[config.mk]
export PLATFORM = sky130hd
export DESIGN_NAME = router_out_arb
export DESIGN_NICKNAME = d
export VERILOG_FILES = /design/src/rtl/router_pkg.sv /design/src/rtl/router_rr_pick.sv /design/src/rtl/router_out_arb.sv
export SDC_FILE = /design/constraint.sdc
export NUM_CORES = 1
export LEC_CHECK = 0
export ABC_AREA = 1
export CELL_PAD_IN_SITES_DETAIL_PLACEMENT = 0
export CELL_PAD_IN_SITES_GLOBAL_PLACEMENT = 1
export CORE_MARGIN = 4
export CORE_UTILIZATION = 30
export CTS_BUF_LIST = sky130_fd_sc_hd__clkbuf_2 sky130_fd_sc_hd__clkbuf_4 sky130_fd_sc_hd__clkbuf_8
export CTS_CLUSTER_DIAMETER = 60
export DETAILED_ROUTE_END_ITERATION = 12
export GPL_TIMING_DRIVEN = 0
export PLACE_DENSITY_LB_ADDON = 0.1
export SETUP_SLACK_MARGIN = 0.4
export SYNTH_ARGS = -nofsm -noshare
export SYNTH_HDL_FRONTEND = slang
export SYNTH_SLANG_ARGS = --single-unit
[constraint.sdc]
create_clock -name clk -period 1.6 [get_ports clk]
set_input_delay 0.32 -clock clk [delete_from_list [all_inputs] [get_ports clk]]
set_output_delay 0.32 -clock clk [all_outputs]
set_load 0.05 [all_outputs]
[src/rtl/router_pkg.sv]
// Shared types and constants for the router egress arbiter: FSM encoding,
// header field positions and the mod-3 pointer increment.
package router_pkg;

  typedef enum logic [1:0] {
    ST_IDLE = 2'd0,
    ST_HDR  = 2'd1,
    ST_XFER = 2'd2
  } state_e;

  localparam int         NUM_PORTS  = 3;
  localparam logic [1:0] GRANT_NONE = 2'd3;

  localparam int LEN_MSB  = 7;
  localparam int LEN_LSB  = 2;
  localparam int ADDR_MSB = 1;
  localparam int ADDR_LSB = 0;

  function automatic logic [1:0] inc_mod3(input logic [1:0] p);
    return (p >= 2'd2) ? 2'd0 : p + 2'd1;
  endfunction

endpackage

[src/rtl/router_rr_pick.sv]
// Rotating-priority picker: first set request bit at or above ptr, wrapping mod 3.
module router_rr_pick
  import router_pkg::*;
(
  input  logic [2:0] request,
  input  logic [1:0] ptr,
  output logic       hit,
  output logic [1:0] idx
);

  logic [1:0] c0, c1, c2;

  // An out-of-range pointer behaves as 0 so the search never skips a port.
  assign c0 = (ptr == 2'd3) ? 2'd0 : ptr;
  assign c1 = inc_mod3(c0);
  assign c2 = inc_mod3(c1);

  always_comb begin
    hit = 1'b1;
    idx = c0;
    if (request[c0])      idx = c0;
    else if (request[c1]) idx = c1;
    else if (request[c2]) idx = c2;
    else begin
      hit = 1'b0;
      idx = 2'd0;
    end
  end

endmodule

[src/rtl/router_out_arb.sv]
// Packet-granular round-robin drain of three FIFOs onto one valid/ready egress.
// Optional starvation watchdog: define ROUTER_OUT_ARB_WATCHDOG_EN.
module router_out_arb #(
  parameter int DATA_W    = 8,
  parameter int NUM_PORTS = 3,
  parameter int TIMEOUT   = 30
) (
  input  logic                 clk,
  input  logic                 rst,
  input  logic [NUM_PORTS-1:0] empty,
  input  logic [DATA_W-1:0]    fifo_dout0,
  input  logic [DATA_W-1:0]    fifo_dout1,
  input  logic [DATA_W-1:0]    fifo_dout2,
  output logic [NUM_PORTS-1:0] read_enb,
  input  logic                 out_rdy,
  output logic [DATA_W-1:0]    data_out,
  output logic                 vld_out,
  output logic                 sop,
  output logic                 eop,
  output logic [1:0]           grant,
  output logic                 busy,
  output logic [NUM_PORTS-1:0] soft_rst,
  output logic                 err
);
  import router_pkg::*;

  if (NUM_PORTS != 3 || DATA_W != 8 || TIMEOUT < 1 || TIMEOUT > 31) begin : g_param_chk
    $error("router_out_arb: unsupported parameter set");
  end

  state_e                 state_q;
  logic [1:0]             rr_ptr_q, grant_q;
  logic [6:0]             rem_q;
  logic [DATA_W-1:0]      data_q;
  logic                   vld_q, sop_q, eop_q, busy_q, err_q;
  logic [NUM_PORTS-1:0]   soft_rst_q;

  logic [DATA_W-1:0]      head;
  logic                   head_empty, slot_free, pop;
  logic                   pick_hit;
  logic [1:0]             pick_idx;

  always_comb begin
    head       = '0;
    head_empty = 1'b1;
    case (grant_q)
      2'd0: begin head = fifo_dout0; head_empty = empty[0]; end
      2'd1: begin head = fifo_dout1; head_empty = empty[1]; end
      2'd2: begin head = fifo_dout2; head_empty = empty[2]; end
      default: ;
    endcase
  end

  assign slot_free = !vld_q || out_rdy;
  assign pop       = (state_q == ST_HDR || state_q == ST_XFER) && !head_empty && slot_free;

  always_comb begin
    read_enb = '0;
    if (pop) read_enb[grant_q] = 1'b1;
  end

  router_rr_pick u_pick (
    .request (~empty),
    .ptr     (rr_ptr_q),
    .hit     (pick_hit),
    .idx     (pick_idx)
  );

`ifdef ROUTER_OUT_ARB_WATCHDOG_EN
  localparam logic [4:0] WD_LAST = 5'(TIMEOUT - 1);
  logic [4:0] wd_q;
`endif

  always_ff @(posedge clk) begin
    if (!rst) begin
      state_q    <= ST_IDLE;
      rr_ptr_q   <= 2'd0;
      grant_q    <= GRANT_NONE;
      rem_q      <= '0;
      data_q     <= '0;
      vld_q      <= 1'b0;
      sop_q      <= 1'b0;
      eop_q      <= 1'b0;
      busy_q     <= 1'b0;
      soft_rst_q <= '0;
      err_q      <= 1'b0;
`ifdef ROUTER_OUT_ARB_WATCHDOG_EN
      wd_q       <= '0;
`endif
    end else begin
      soft_rst_q <= '0;
      err_q      <= 1'b0;

      // Output register only moves when the downstream slot is free.
      if (slot_free) begin
        vld_q <= pop;
        if (pop) data_q <= head;
        else begin
          sop_q <= 1'b0;
          eop_q <= 1'b0;
        end
      end

      case (state_q)
        ST_IDLE: begin
          if (pick_hit) begin
            grant_q <= pick_idx;
            busy_q  <= 1'b1;
            state_q <= ST_HDR;
          end
        end
        ST_HDR: begin
          if (pop) begin
            sop_q   <= 1'b1;
            eop_q   <= 1'b0;
            rem_q   <= {1'b0, head[LEN_MSB:LEN_LSB]} + 7'd1;
            state_q <= ST_XFER;
          end
        end
        ST_XFER: begin
          if (pop) begin
            sop_q <= 1'b0;
            rem_q <= rem_q - 7'd1;
            if (rem_q == 7'd1) begin
              eop_q    <= 1'b1;
              rr_ptr_q <= inc_mod3(grant_q);
              grant_q  <= GRANT_NONE;
              busy_q   <= 1'b0;
              state_q  <= ST_IDLE;
            end else begin
              eop_q <= 1'b0;
            end
          end
        end
        default: state_q <= ST_IDLE;
      endcase

`ifdef ROUTER_OUT_ARB_WATCHDOG_EN
      // Only an empty owned FIFO counts as starvation; downstream stalls do not.
      if (state_q == ST_IDLE || pop) begin
        wd_q <= '0;
      end else if (head_empty) begin
        if (wd_q == WD_LAST) begin
          wd_q                <= '0;
          soft_rst_q[grant_q] <= 1'b1;
          err_q               <= 1'b1;
          rr_ptr_q            <= inc_mod3(grant_q);
          grant_q             <= GRANT_NONE;
          busy_q              <= 1'b0;
          state_q             <= ST_IDLE;
        end else begin
          wd_q <= wd_q + 5'd1;
        end
      end
`endif
    end
  end

  assign data_out = data_q;
  assign vld_out  = vld_q;
  assign sop      = sop_q;
  assign eop      = eop_q;
  assign grant    = grant_q;
  assign busy     = busy_q;
  assign soft_rst = soft_rst_q;
  assign err      = err_q;

endmodule
Yosys cells after proc, flatten, opt, wreduce, memory -nomap -nowiden:

Cells that the tools add are included.

* flip-flop bits (word level): 25
* input port bits: 30
* output and inout port bits: 21
* logic and storage cells: 97

* add/sub/neg operators: 5
* $lt $le $gt $ge: 8
* eq/ne operators: 10
* muxes and demuxes: 48
* bitwise operators: 1
* reduce and logical (&&, ||, !) cells: 16

Operators with widths (number)
* 2-bit 2-to-1 mux: 14
* 8-bit case mux with 3 select lines: 1
* 1-bit 2-to-1 mux: 19
* 7-bit 2-to-1 mux: 2
* 7-bit case mux with 2 select lines: 1
* 2-bit by 3-bit < comparator with 1-bit output (second input constant): 4
* 4-bit AND reduction: 2
* 6-bit by 1-bit adder with 7-bit output (second input constant): 1
* 7-bit by 1-bit == test with 1-bit output (second input constant): 1
* 7-bit by 1-bit subtractor with 7-bit output (second input constant): 1
* 2-bit by 1-bit adder with 2-bit output (second input constant): 3
* 1-bit binary-select mux with 2-bit select: 3
* 2-bit == test (second input constant): 3
* 2-bit >= comparator (second input constant): 3
* 2-bit != test (second input constant): 3
* 1-bit case mux with 2 select lines: 3
* 2-bit case mux with 3 select lines: 1
* 3-bit AND reduction: 2
* 2-bit by 1-bit == test with 1-bit output (second input constant): 2
* 2-bit zero test: 2
* 2-bit case mux with 2 select lines: 1
* 2-bit nonzero test: 2
* 1-bit logical AND: 3
* 3-bit 2-to-1 mux: 1
* other kinds (8): 10

Longest topological paths before layout:

Gate-level depths: netlist of run 1.

* depth after elaboration: 13
* gate-level depth with buffers: 13
* gate-level depth less buffers: 12

Modules after synthesis:

A second synthesis of run 1 with hierarchy kept.

* cell total of the unflattened synthesis: 283
* area total of the unflattened synthesis: 1854.3 um^2

By module, submodules not included
* router_out_arb: instances 1, cells each 243, area an instance 1642.8 um^2, sequential area each 500.5 um^2
* router_rr_pick: instances 1, cells each 40, area an instance 211.5 um^2, sequential area each 0.0 um^2

Worst setup path after synthesis of run 1:

No wires, ideal clock.

* kind: register to output
* from: register grant_q[0] (netlist: grant[0])
* to: output read_enb[1]
* arrival time: 2.373 ns
* data required time: 1.280 ns
* slack: -1.093 ns
* cell stages (with the launch flop): 7
* path buffers: 2
* path through: dfxtp_1 -> buf_6 -> nor2_2 -> a21oi_2 -> nand3_2 -> buf_6 -> nor3_1

* word-level cells in the longest chain between the ends: 6
* elaborated cells on any way between the ends: 13
* classes of those cells: order compare (2); eq/ne (2); mux (4); reduce/logical (5)

RTL lines
* from (decl): RTL line router_out_arb.sv:32 `logic [1:0] rr_ptr_q, grant_q;`
* from (signal assigned): RTL line router_out_arb.sv:107 `grant_q <= pick_idx;`
* branches (longest 5 deep; another with 2-bit by 3-bit < comparator with 1-bit output)
* 3-bit 2-to-1 mux *: RTL line router_out_arb.sv:59 `if (pop) read_enb[grant_q] = 1'b1;`
* to (decl): RTL line router_out_arb.sv:14 `output logic [NUM_PORTS-1:0] read_enb,`

Mark *: on every way between the ends.

Final worst setup path of run 1:

* from: register state_q[1]
* to: output read_enb[1]

* word-level cells in the longest chain between the ends: 5
* elaborated cells on any way between the ends: 6
* classes of those cells: eq/ne (2); mux (1); reduce/logical (3)

RTL lines
* from (decl): RTL line router_out_arb.sv:31 `state_e state_q;`
* from (signal assigned): RTL line router_out_arb.sv:76 `state_q <= ST_IDLE;`
* from (signal assigned): RTL line router_out_arb.sv:109 `state_q <= ST_HDR;`
* from (signal assigned): RTL line router_out_arb.sv:117 `state_q <= ST_XFER;`
* 2-bit by 1-bit == test with 1-bit output / 2-bit == test (equally long branches): RTL line router_out_arb.sv:55 `assign pop = (state_q == ST_HDR || state_q == ST_XFER) && !head_empty && slot_free;`
* 1-bit logical OR *: RTL line router_out_arb.sv:55
* 1-bit logical AND * (2 in series): RTL line router_out_arb.sv:55
* 3-bit 2-to-1 mux *: RTL line router_out_arb.sv:59

Every way passes the cells marked *; elsewhere a longest branch is shown, timed or not.

==> flow_summary.toml, run 1 <==
[status]
outcome = "finished, violations left"
failed_checks = "setup timing"

[layout]
final_common_cell = "nand2_1"
layout_common_cells = "nand2_1 (52), nor2_1 (33), nand3_1 (32), clkdlybuf4s50_1 (29)"
diodes = 0
final_core_util_pct = 49.2
layout.nets = 391
area_growth_syn_to_layout_pct = 55.3
layout-drive-gt1-share_pct = 31.8

[yosys]
synth_area_per_cell_sq_um = 6.23
synth_cell_types = 25
syn_inst = 285
seq_area_frac_synth_pct = 28.2
yosysWarnings = 0
syn-cell-area_sq_mm = 0.00178
ys_ff_latch = 25

[clocking]
cts_root_buf = "clkbuf_8"
path_clk_slew_ps = 100
cts_inserted_buffers = 3
htreeDepth = 1
cts_max_path_buffers = 2
clock_sinks = 25
cts_tree = "built"
clk_latency_ps = 280

[timing]
layout_setup_ws_ps = -404
tns_ps = -3060
fin_crit_ps = 2000
rsz0062_at_grt = "yes"
finalSetupViolCount = 15
slew_violations = 0
max_freq_mhz = 499
hold_viol_final = 0
post-route-period-util_pct = 125
finalClockSkew_ps = 2.29

[setup_path]
ff2ff_setup_slack_ps = -240
critPathKind = "flop to output pin"
startpoint_type = "flop"
r2r_start = "state_q[1]"
r2r_cells = 13
end_kind = "output pin"
path_max_fanout = 5
timing.rr.end = "rem_q[3]"
arrival_ps = 1680
critPathRequiredTime_ps = 1280

[pwr]
vdd_drop_max_uv = 917
powerDensity_mw_per_mm2 = 1960
p_leak_nw = 1.25

[route]
drc = 0
drtAntennaViolNets = 0
drtPass1Iterations = 4
vias = 1980
via_per_inst = 4.67
routedWlPerCell_um = 13.1
first_iter_violations = 97
wirelength_um = 5550

[floorplan]
dieArea_sq_mm = 0.00721
fp.dieH_um = 84.9
start_util_pct = 31.7
core_area_sq_mm = 0.00561
fp-row-count = 27
die_x_um = 84.9
ios = 51

[grt]
grt_pass1_wl_um = 9040
overflow = 0
grt_pass1_vias = 1858
grt_use_total_pct = 15.6
antenna_found_initial = 0
grt_max_degree = 16

[placed_design]
gp_congestion = 0.755
portBuffers = 46
pre_cts_ws_ps = -1120
dp_hpwl_um = 4210

[hold_path]
hp-class = "flop to flop"
hp-start = "data_out[4]"
min_to = "data_out[4]"
hold_depth = 2

[flow_run]
maxCapViolCount = 0
## kinds of logic (layout without fill, tap and decap cells)
| kind of cell | Yosys count | after routing | synth area share [%] |
|---|---|---|---|
| compound gates | 46 | 46 | 14.2 |
| xor+xnor | 1 | 1 | 0.493 |
| fa+ha+maj | 8 | 8 | 5.64 |
| buf+inv | 50 | 114 | 13.2 |
| flops | 25 | 25 | 28.2 |
| other cells | 1 | 4 | 0.211 |
| simple gates | 154 | 154 | 38.1 |
## flip-flops by register name, indices dropped and copies added, names as in the netlist
name and cells:
grant 2, sop 1, busy 1, state_q 2
rr_ptr_q 2, rem_q 7, vld_out 1, eop 1
data_out 8
## metrics by stage
stage                     instance area (sq um)  power (mW)  hold slack, ps  std cells
after floorplan                            1890        3.55             460        288
after global routing                       2760        5.94             509        424
after CTS                                  2620        5.20             493        421
final                                      2760        5.41             493        424
after global placement                     2440        4.45             455        406
after detailed placement                   2440        4.43             475        406
## where the power goes
| group | internal [mW] | total [mW] | switching, mW |
|---|---|---|---|
| clock | 0.179 | 0.407 | 0.229 |
| combinational | 1.52 | 3.93 | 2.41 |
| sequential | 0.890 | 1.07 | 0.179 |
| total | 2.59 | 5.41 | 2.82 |
## layout make-up
cell class,count,area (sq um)
buffer,14,120
timing repair buffer,60,564
clock inverter,1,6.26
sequential,25,514
inverter,36,138
multi-input combinational,213,1280
fill,610,2850
tap,72,90.1
clock buffer,3,41.3
## critical path, stage by stage (launching register included)
cell and delay (ps):
dfxtp_2 350, inv_2 50, ha_4 280, nand2_4 50
a21oi_4 130, nand3_2 110, buf_8 150, nor3_4 120
buf_6 180
## routing by layer
layer  track usage, %  part of all wire (%)  vias to the layer above
met5                0                     0                        -
met4             3.02                  0.88                        0
met3             2.23                   2.9                        4
met2             27.5                    49                       27
met1             20.4                    47                      894
li1                 -                     -                     1055
## cell usage after synthesis
cell,count,area [sq um]
a21oi_1,19,95.1
a21oi_2,1,8.76
a21oi_4,1,16.3
a31oi_1,1,6.26
buf_2,2,10.0
buf_4,6,45.0
buf_6,3,33.8
clkbuf_1,3,11.3
conb_1,1,3.75
dfxtp_1,25,500
ha_1,8,100
inv_1,33,124
inv_2,3,11.3
nand2_1,61,229
nand2_2,2,12.5
nand3_1,39,195
nand3_2,3,30.0
nand3b_1,1,7.51
nand4_1,4,25.0
nor2_1,37,139
nor2_2,2,12.5
nor3_1,5,25.0
o21ai_0,22,110
o21bai_1,2,15.0
xnor2_1,1,8.76
## worst max-delay path by stage
stage / start / endpoint / slack (ps) / cells past startpoint
6_report: state_q[1] / read_enb[1] / -400 / 8
3_5_place_dp: empty[1] / read_enb[1] / -1120 / 8
4_1_cts: state_q[1] / read_enb[1] / -450 / 8
3_3_place_gp: empty[1] / read_enb[1] / -1120 / 8
5_1_grt: state_q[1] / read_enb[1] / -520 / 8
2_1_floorplan: state_q[0] / read_enb[1] / -280 / 7
## repair_timing
item | 4_1_cts | 5_1_grt
cloned | 1 | 0
endpoints found under the setup margin | 42 | 34
pin swaps | 6 | 8
gates resized for setup | 137 | 35
hold buffers | 0 | 0
endpoints found under the hold margin | 0 | 0
setup buffers | 10 | 3
No activity file was read; power rests on OpenSTA's default activity.
==> run 2, diff against run 1 <==
Settings changed: SLEW_MARGIN set to 20.
==> results of run 2 <==
Final layout, timing and power as in run 1 (identical DEF).
==> run 3, diff against run 2 <==
Settings changed: SLEW_MARGIN 20 to 40.
==> results of run 3 <==
Final layout, timing and power as in run 1 (identical DEF).
